`src/rtl/vector_seq_pkg.sv`:
```
// rtl/vector_seq_pkg.sv - shared types and sizing constants for the vector op sequencer
package vector_seq_pkg;

  typedef enum logic [1:0] {
    IDLE,
    ALU,
    MEM
  } seq_state_t;

  localparam int VLEN_DEF  = 8;
  localparam int LANES_DEF = 2;
  localparam int GROUPS    = VLEN_DEF / LANES_DEF;
  localparam int GROUP_W   = $clog2(GROUPS);
  localparam int ELEM_W    = $clog2(VLEN_DEF);
  localparam int ALU_OP_W  = 4;
  localparam int REG_W     = 4;

endpackage

```
`src/rtl/vector_op_sequencer_if.sv`:
```
// rtl/vector_op_sequencer_if.sv - issue and memory handshake bundle for the sequencer
interface vector_op_sequencer_if;
  import vector_seq_pkg::*;

  logic                issue_valid;
  logic                issue_ready;
  logic                mode_sel;
  logic                mem_write;
  logic                mem_to_reg;
  logic                reg_write_v;
  logic [ALU_OP_W-1:0] alu_control;
  logic [REG_W-1:0]    rd;
  logic                mem_req;
  logic                mem_we;
  logic                mem_ack;

  modport master (
    output issue_valid, mode_sel, mem_write, mem_to_reg, reg_write_v,
           alu_control, rd, mem_ack,
    input  issue_ready, mem_req, mem_we
  );

  modport slave (
    input  issue_valid, mode_sel, mem_write, mem_to_reg, reg_write_v,
           alu_control, rd, mem_ack,
    output issue_ready, mem_req, mem_we
  );

endinterface

```
`src/rtl/vector_op_sequencer_beat_counter.sv`:
```
// rtl/vector_op_sequencer_beat_counter.sv - wrap counter with clear, enable and last flag
module vec_beat_counter #(
  parameter int MAX = 4,
  parameter int W   = $clog2(MAX)
) (
  input  logic         clk,
  input  logic         rst,
  input  logic         clear,
  input  logic         enable,
  output logic [W-1:0] count,
  output logic         last
);

  assign last = (count == W'(MAX - 1));

  // clear dominates enable; wraps to zero after the final beat
  always_ff @(posedge clk) begin
    if (rst || clear) begin
      count <= '0;
    end else if (enable) begin
      count <= last ? '0 : count + 1'b1;
    end
  end

endmodule

```
`src/rtl/vector_op_sequencer.sv`:
```
// rtl/vector_op_sequencer.sv - multi-cycle issue controller for vector ALU and memory ops
module vector_op_sequencer
  import vector_seq_pkg::*;
#(
  parameter int VLEN  = VLEN_DEF,
  parameter int LANES = LANES_DEF,
  parameter int CNT_W = 16
) (
  input  logic                         clk,
  input  logic                         rst,
  vector_op_sequencer_if.slave         bus,
  input  logic                         flush,
  output logic                         stall,
  output logic [$clog2(VLEN/LANES)-1:0] group_idx,
  output logic [$clog2(VLEN)-1:0]      elem_idx,
  output logic [ALU_OP_W-1:0]          alu_op,
  output logic                         vreg_we,
  output logic [REG_W-1:0]             vreg_waddr,
  output logic                         done,
  output logic [CNT_W-1:0]             busy_cycles
);

  localparam int GRP = VLEN / LANES;
  localparam int GW  = $clog2(GRP);
  localparam int EW  = $clog2(VLEN);

  seq_state_t          state, nextState;
  logic [ALU_OP_W-1:0] aluOpQ;
  logic [REG_W-1:0]    rdQ;
  logic                memWriteQ, memToRegQ, regWriteQ;
  logic                accept, beat, groupLast, elemLast;
  logic [CNT_W-1:0]    busyQ;

  // state register
  always_ff @(posedge clk) begin
    if (rst) state <= IDLE;
    else     state <= nextState;
  end

  // capture the decoded control fields of an accepted vector op
  always_ff @(posedge clk) begin
    if (rst) begin
      aluOpQ    <= '0;
      rdQ       <= '0;
      memWriteQ <= 1'b0;
      memToRegQ <= 1'b0;
      regWriteQ <= 1'b0;
    end else if (accept) begin
      aluOpQ    <= bus.alu_control;
      rdQ       <= bus.rd;
      memWriteQ <= bus.mem_write;
      memToRegQ <= bus.mem_to_reg;
      regWriteQ <= bus.reg_write_v;
    end
  end

  // next-state and per-cycle strobes; flush suppresses every strobe in its cycle
  always_comb begin
    nextState   = state;
    accept      = 1'b0;
    beat        = 1'b0;
    vreg_we     = 1'b0;
    bus.mem_req = 1'b0;
    bus.mem_we  = 1'b0;
    done        = 1'b0;
    case (state)
      IDLE: begin
        accept = bus.issue_valid && bus.mode_sel && !flush;
        if (accept) nextState = (bus.mem_write || bus.mem_to_reg) ? MEM : ALU;
      end
      ALU: begin
        if (flush) begin
          nextState = IDLE;
        end else begin
          vreg_we = regWriteQ;
          if (groupLast) begin
            done      = 1'b1;
            nextState = IDLE;
          end
        end
      end
      MEM: begin
        if (flush) begin
          nextState = IDLE;
        end else begin
          bus.mem_req = 1'b1;
          bus.mem_we  = memWriteQ;
          beat        = bus.mem_ack;
          if (beat) begin
            // a store flag overrides a simultaneous load flag
            vreg_we = memToRegQ && !memWriteQ;
            if (elemLast) begin
              done      = 1'b1;
              nextState = IDLE;
            end
          end
        end
      end
      default: nextState = IDLE;
    endcase
  end

  vec_beat_counter #(.MAX(GRP), .W(GW)) groupCnt (
    .clk    (clk),
    .rst    (rst),
    .clear  ((state != ALU) || flush),
    .enable (state == ALU),
    .count  (group_idx),
    .last   (groupLast)
  );

  vec_beat_counter #(.MAX(VLEN), .W(EW)) elemCnt (
    .clk    (clk),
    .rst    (rst),
    .clear  ((state != MEM) || flush),
    .enable (beat),
    .count  (elem_idx),
    .last   (elemLast)
  );

  assign stall           = (state != IDLE);
  assign bus.issue_ready = (state == IDLE);
  assign alu_op          = stall ? aluOpQ : '0;
  assign vreg_waddr      = stall ? rdQ : '0;
  assign busy_cycles     = busyQ;

  // saturating count of front-end stall cycles
  always_ff @(posedge clk) begin
    if (rst) begin
      busyQ <= '0;
    end else if (stall && (busyQ != {CNT_W{1'b1}})) begin
      busyQ <= busyQ + 1'b1;
    end
  end

endmodule
```
`src/flat_wrapper.sv`:
```
// flat-port wrapper written by rule: the top's interface ports become plain ports
module vector_op_sequencer_flat import vector_seq_pkg::*;
#(
  parameter int VLEN  = VLEN_DEF,
  parameter int LANES = LANES_DEF,
  parameter int CNT_W = 16
)
  (clk, rst, flush, stall, group_idx, elem_idx, alu_op, vreg_we, vreg_waddr, done, busy_cycles, bus_issue_valid, bus_mode_sel, bus_mem_write, bus_mem_to_reg, bus_reg_write_v, bus_alu_control, bus_rd, bus_mem_ack, bus_issue_ready, bus_mem_req, bus_mem_we);
  vector_op_sequencer_if bus_i ();
  input  logic clk;
  input  logic rst;
  input  logic flush;
  output logic stall;
  output logic [$clog2(VLEN/LANES)-1:0] group_idx;
  output logic [$clog2(VLEN)-1:0] elem_idx;
  output logic [ALU_OP_W-1:0] alu_op;
  output logic vreg_we;
  output logic [REG_W-1:0] vreg_waddr;
  output logic done;
  output logic [CNT_W-1:0] busy_cycles;
  input wire logic [$bits(bus_i.issue_valid)-1:0] bus_issue_valid;
  input wire logic [$bits(bus_i.mode_sel)-1:0] bus_mode_sel;
  input wire logic [$bits(bus_i.mem_write)-1:0] bus_mem_write;
  input wire logic [$bits(bus_i.mem_to_reg)-1:0] bus_mem_to_reg;
  input wire logic [$bits(bus_i.reg_write_v)-1:0] bus_reg_write_v;
  input wire logic [$bits(bus_i.alu_control)-1:0] bus_alu_control;
  input wire logic [$bits(bus_i.rd)-1:0] bus_rd;
  input wire logic [$bits(bus_i.mem_ack)-1:0] bus_mem_ack;
  output wire logic [$bits(bus_i.issue_ready)-1:0] bus_issue_ready;
  output wire logic [$bits(bus_i.mem_req)-1:0] bus_mem_req;
  output wire logic [$bits(bus_i.mem_we)-1:0] bus_mem_we;
  assign bus_i.issue_valid = bus_issue_valid;
  assign bus_i.mode_sel = bus_mode_sel;
  assign bus_i.mem_write = bus_mem_write;
  assign bus_i.mem_to_reg = bus_mem_to_reg;
  assign bus_i.reg_write_v = bus_reg_write_v;
  assign bus_i.alu_control = bus_alu_control;
  assign bus_i.rd = bus_rd;
  assign bus_i.mem_ack = bus_mem_ack;
  assign bus_issue_ready = bus_i.issue_ready;
  assign bus_mem_req = bus_i.mem_req;
  assign bus_mem_we = bus_i.mem_we;
  vector_op_sequencer #(.VLEN(VLEN), .LANES(LANES), .CNT_W(CNT_W)) u_core (.clk(clk), .rst(rst), .bus(bus_i), .flush(flush), .stall(stall), .group_idx(group_idx), .elem_idx(elem_idx), .alu_op(alu_op), .vreg_we(vreg_we), .vreg_waddr(vreg_waddr), .done(done), .busy_cycles(busy_cycles));
endmodule
```
`config.mk`:
```
export PLATFORM = sky130hd
export DESIGN_NAME = vector_op_sequencer_flat
export DESIGN_NICKNAME = d
export VERILOG_FILES = /design/src/rtl/vector_seq_pkg.sv /design/src/rtl/vector_op_sequencer_if.sv /design/src/rtl/vector_op_sequencer_beat_counter.sv /design/src/rtl/vector_op_sequencer.sv /design/src/flat_wrapper.sv
export SDC_FILE = /design/constraint.sdc
export NUM_CORES = 1
export LEC_CHECK = 0
export ABC_CLOCK_PERIOD_IN_PS = 2040
export CORE_UTILIZATION = 47
export CTS_CLUSTER_SIZE = 40
export DETAILED_ROUTE_END_ITERATION = 8
export PLACE_DENSITY_LB_ADDON = 0.2
export SYNTH_ARGS = -nofsm -noshare
export SYNTH_HDL_FRONTEND = slang
export SYNTH_HIERARCHICAL = 1
export SYNTH_SLANG_ARGS = --single-unit
export TNS_END_PERCENT = 20
```
`constraint.sdc`:
```
create_clock -name clk -period 2.04 [get_ports clk]
set_input_delay 0.612 -clock clk [delete_from_list [all_inputs] [get_ports clk]]
set_output_delay 0.612 -clock clk [all_outputs]
set_load 0.02 [all_outputs]
```
After elaboration in Yosys (flattened, before gate mapping)

Index checks and enable logic that the tools add are counted.

Add/sub/neg operators: 3
$mul: 0
Div/mod/pow operators: 0
$lt $le $gt $ge: 0
Eq/ne operators: 11
Shift operators: 0
Multiplexer cells: 29
Bitwise logic cells: 0
Reductions and logical operators: 14

Operators by type and width:

| cell                                                             | count |
|---|---|
| 16-bit by 1-bit adder with 16-bit output (second input constant) | 1 |
| 2-bit two-way mux                                                | 8 |
| 16-bit != test (second input constant)                           | 1 |
| 1-bit two-way mux                                                | 15 |
| 4-bit two-way mux                                                | 2 |
| 3-bit != test (second input constant)                            | 2 |
| 2-bit case mux with 3 select lines                               | 1 |
| 1-bit logical OR                                                 | 5 |
| 2-bit == test (second input constant)                            | 2 |
| 1-bit logical AND                                                | 4 |
| 2-bit by 1-bit != test with 1-bit output (second input constant) | 2 |
| 1-bit case mux with 2 select lines                               | 2 |
| 4-bit AND reduction                                              | 1 |
| 3-bit by 1-bit adder with 3-bit output (second input constant)   | 1 |
| 3-bit == test (second input constant)                            | 1 |
| 3-bit two-way mux                                                | 1 |
| 3-bit by 2-bit != test with 1-bit output (second input constant) | 1 |
| 2-bit by 1-bit adder with 2-bit output (second input constant)   | 1 |
| 2-bit by 1-bit == test with 1-bit output (second input constant) | 1 |
| 1-bit zero test                                                  | 2 |
| 2-bit zero test                                                  | 1 |
| 2-bit != test (second input constant)                            | 1 |
| 2-bit nonzero test                                               | 1 |

Register bits: 34
Latch bits: 0
RAM bits: 0
Bits in read-only memories: 0
Output and inout port bits: 35
Memories: 0

Longest topological paths before layout

Word-level depth: 5
Gate-level depth with buffers: 7
Depth with buffers taken out: 6

By module

Netlist, hierarchy kept.

By module, submodules not included:

| module                             | instances | cells an instance | area each (um^2) | seq. area each (um^2) |
|---|---|---|---|---|
| vector_op_sequencer                | 1         | 185               | 1517.7           | 580.6 |
| vec_beat_counter (u_core.elemCnt)  | 1         | 12                | 142.6            | 60.1 |
| vec_beat_counter (u_core.groupCnt) | 1         | 8                 | 95.1             | 40.0 |

Worst setup path before layout

OpenSTA, ideal clock, no wires.

Path kind: input -> output
From: input flush
To: output vreg_we
Arrival: 1896 ps
Data required time: 1428 ps
Path slack: -468 ps
Stages on the path: 4
Buffers on the path: 0
Cells stage by stage: nor2b_1 -> and2_1 -> nand3b_1 -> a21boi_0

Longest elaborated chain between the ends: 2

RTL lines:

| item                                        | line                                                 | RTL |
|---|---|---|
| from (decl)                                 | flat_wrapper.sv:12                                   | `input logic flush;` |
| 1-bit two-way mux, on equally long branches | vector_op_sequencer.sv:83, vector_op_sequencer.sv:72 |  |
| 1-bit case mux with 2 select lines *        | vector_op_sequencer.sv:66                            | `case (state)` |
| to (decl)                                   | flat_wrapper.sv:17                                   | `output logic vreg_we;` |

Mark *: on every way between the ends. The rest lies on a longest branch, timed or not.

Worst setup path in the final report

From: register u_core.state[0]
To: output vreg_we

Longest elaborated chain between the ends: 2

RTL lines:

| item                                                                      | line                      | RTL |
|---|---|---|
| from (decl)                                                               | vector_op_sequencer.sv:27 | `seq_state_t state, nextState;` |
| from (signal assigned)                                                    | vector_op_sequencer.sv:37 | `else state <= nextState;` |
| 2-bit == test or 2-bit by 1-bit == test with 1-bit output (tied branches) | vector_op_sequencer.sv:66 |  |
| 1-bit case mux with 2 select lines *                                      | vector_op_sequencer.sv:66 |  |

Marks and branches as above.

==> results.md <==
* Fin nets at 300
* Final setup fails at 1
* Post-synthesis async set-or-reset flop share at 0
* Fin. Hold Viols at 0
* Worst slack, placed at -842.8 ps
* Worst Path Buf+Inv at 2
* Worst skew pair latency at 290 ps
* Area Overhead vs Synth at 50.25%
* Sequential area share after synthesis at 0.3877
* Root buffer cell: clkbuf_8
* Switching power at 0.0003038 W
* Placed cells at 313
* Leak at 0.9700 nW
* Fin worst setup slack at -53.59 ps
* Worst-Margin Slew at 435.3 ps
* Req. time, crit path at 1430 ps
* Max-Slew Margin vs Limit at 0.7074
* Remaining antenna violation count at 0
* Diode count at 0
* Die Area at 3984 µm²
* Max FO, Critical Path at 3
* Flops & latches, synth at 34
* CTS Hold Bufs at 0
* Grt total ovfl at 0
* Design Power at 0.001318 W
* Placeable Area at 3468 µm²
* CP Cell Sequence: inv_2, ha_4, nor2b_4, and2_4, nand3b_1, a21boi_2, buf_6
* Final wirelength at 4320 µm
* Total GRT Usage at 0.2280
* Share of cells above drive strength 1 at 0.2691
* Mapped cell area at 1755 µm²
* First-pass GRT wire length at 7148 µm
* IO buf count at 51
* CTS max path bufs at 2
* Vias in the first global route at 1,669
* Syn. warnings at 6
* CTS tree: done
* DR iter-0 viols at 100
* Post-Syn Area per Cell at 8.563 µm²
* Synth top area cells: dfxtp_1 (39%), a21oi_1 (6.6%), nand2_1 (6.2%)
* MaxCap Viol Count at 0
* RSZ-0062 raised after global routing: true
* Tightest Hold Check Type: flop to flop
* Post-synth top area cell: dfxtp_1
* Dpl cell area at 2451 µm²
* Setup Skew at 6.174 ps
* Cells after synthesis at 205
* Failing checks: negative setup slack
* Critical path type: flop to primary output
* Worst setup SP type: flop
* Internal Power at 0.001015 W
* Status: finished, violations left
* Chip Width at 63.12 µm
* CTS clk-pin slew, worst paths at 70 ps
* Via count at 1,740
* Drt wl/cell at 13.46 µm
* Crit-path slowest cell: dfxtp_2
* Final Cycle Share at 1.026
* Remaining DRCs at 0
* DR pass1 iterations at 4
* Commonest non-fill, non-tap cell in the layout: clkdlybuf4s50_1
* Initial core utilization at 0.5061
* Most frequent cells in the layout: clkdlybuf4s50_1 (33), dfxtp_1 (32), nand2_1 (29)
* CTS Sinks at 34
* DP HPWL at 2996 µm
* Via density at 5.421
* Row count at 21
* Gate power share at 0.113
* Most used flip-flop cell after synthesis: dfxtp_1
* Maximum vdd drop at 0.4034 mV
* Gpl congestion at 0.7648
* Fmax at 477.6 MHz
* Initial antenna violation count at 0
* Flop pwr share at 0.517
* Mapped Nets at 229
* Post-Layout Inst Area at 2638 µm²
* Power density cells at 499.9 nW/µm²
* Final hold slack at 451.8 ps
* Max stage delay on crit path at 330 ps
* Area share of the largest cell type after synthesis at 0.3877
* CTS buffer count at 5
* Switching share of power at 0.2304
* Distinct cells, synth at 43
* Min Tclk post-route at 2094 ps
* # H-tree levels at 2
* Count of final max-slew check failures at 0
* Crit. End Element: primary output
* WP data arrival at 1480 ps
* Clk pwr share at 0.369
* Post-Layout Cell Count at 321
* Filler instances at 271
* Largest net degree at the start of global routing at 17
* # IOs at 52
* Post-synth EDFFs at 0
* Crit path max-delay family: simple AND/OR/NAND/NOR gates
* Die Y at 63.12 µm
## power groups by stage
stage          Sequential, W  Clock [W]  Combinational (W)
3_3_place_gp        0.000695          0           0.000130
2_1_floorplan       0.000696          0          0.0000567
5_1_grt             0.000682   0.000528           0.000162
3_5_place_dp        0.000695          0           0.000132
4_1_cts             0.000681   0.000490           0.000133
6_report            0.000682   0.000487           0.000150
## cell usage after synthesis, drive strengths merged, types with 3 or more instances
master   n
nor3     6
o31ai    6
a21oi   23
inv      9
nand2b   5
nor2b   12
or3      8
a211oi   4
mux2i    4
ha       7
nand3    5
clkbuf   5
nand2   29
dfxtp   34
nor2     5
or4      5
o21ai    6
nand4    5
a21boi   3
## sequential cells by signal (all words and copies together), names as in the netlist
signal and flops:
u_core/state 2, u_core/elemCnt/count 3, u_core/memWriteQ 1, u_core/regWriteQ 1
u_core/groupCnt/count 2, u_core/rdQ 4, u_core/busy_cycles 16, u_core/aluOpQ 4
u_core/memToRegQ 1
## routing by layer
layer	global-route usage	up-vias	wire length, µm
li1	-	877	-
met1	0.2721	807	1976
met2	0.3817	46	2072
met3	0.06159	10	198
met4	0.09593	0	73
met5	0	-	0
## through the flow
step / TNS (ps) / util
finish: -53.59 / 0.7605
global route: -170.4 / 0.7605
CTS: -60.45 / 0.7334
detailed placement: -4427 / 0.7067
global placement: -4111 / 0.7067
floorplan: 0 / -
## worst paths after layout
| check | cells after the start | slack, ps | endpoint | from |
|---|---|---|---|---|
| max | 7 | -50 | vreg_we | u_core/state[0] |
| min | 2 | 450 | u_core/aluOpQ[2] | u_core/aluOpQ[2] |
| max reg2reg | 9 | 100 | u_core/busy_cycles[5] | u_core/state[0] |
| min reg2reg | 2 | 450 | u_core/aluOpQ[2] | u_core/aluOpQ[2] |
## cell type report
type	instances	area, µm²	share of cell area
flip-flops and latches	34	683.2	0.2590
multi-input cells	154	1114	0.4222
well taps	46	57.56	0.02182
repair buffers	72	666.9	0.2528
inverters	9	33.78	0.01281
clock buffers	6	82.58	0.03131
## tightest hold or removal path: cells and delay by family, from the launching register on
family	cells	cell delay, ps
compound gates	1	50
simple gates	1	50
flops	1	310
## kinds of logic after synthesis
| family | share of synthesized area |
|---|---|
| AO/OA/AOI/OAI | 0.1746 |
| adder cells (fa/ha/maj) | 0.04989 |
| buffers and inverters | 0.04419 |
| flip-flops | 0.3877 |
| multiplexers | 0.02281 |
| AND/OR/NAND/NOR | 0.3207 |
## timing repair
| item | in CTS | in global routing |
|---|---|---|
| resized for setup | 79 | 18 |
| gates cloned | 0 | 1 |
| setup endpoints to repair | 14 | 11 |
| buffers inserted | 1 | 0 |
| pin swaps | 4 | 0 |
Note: power is estimated with default switching activity, not from simulation.
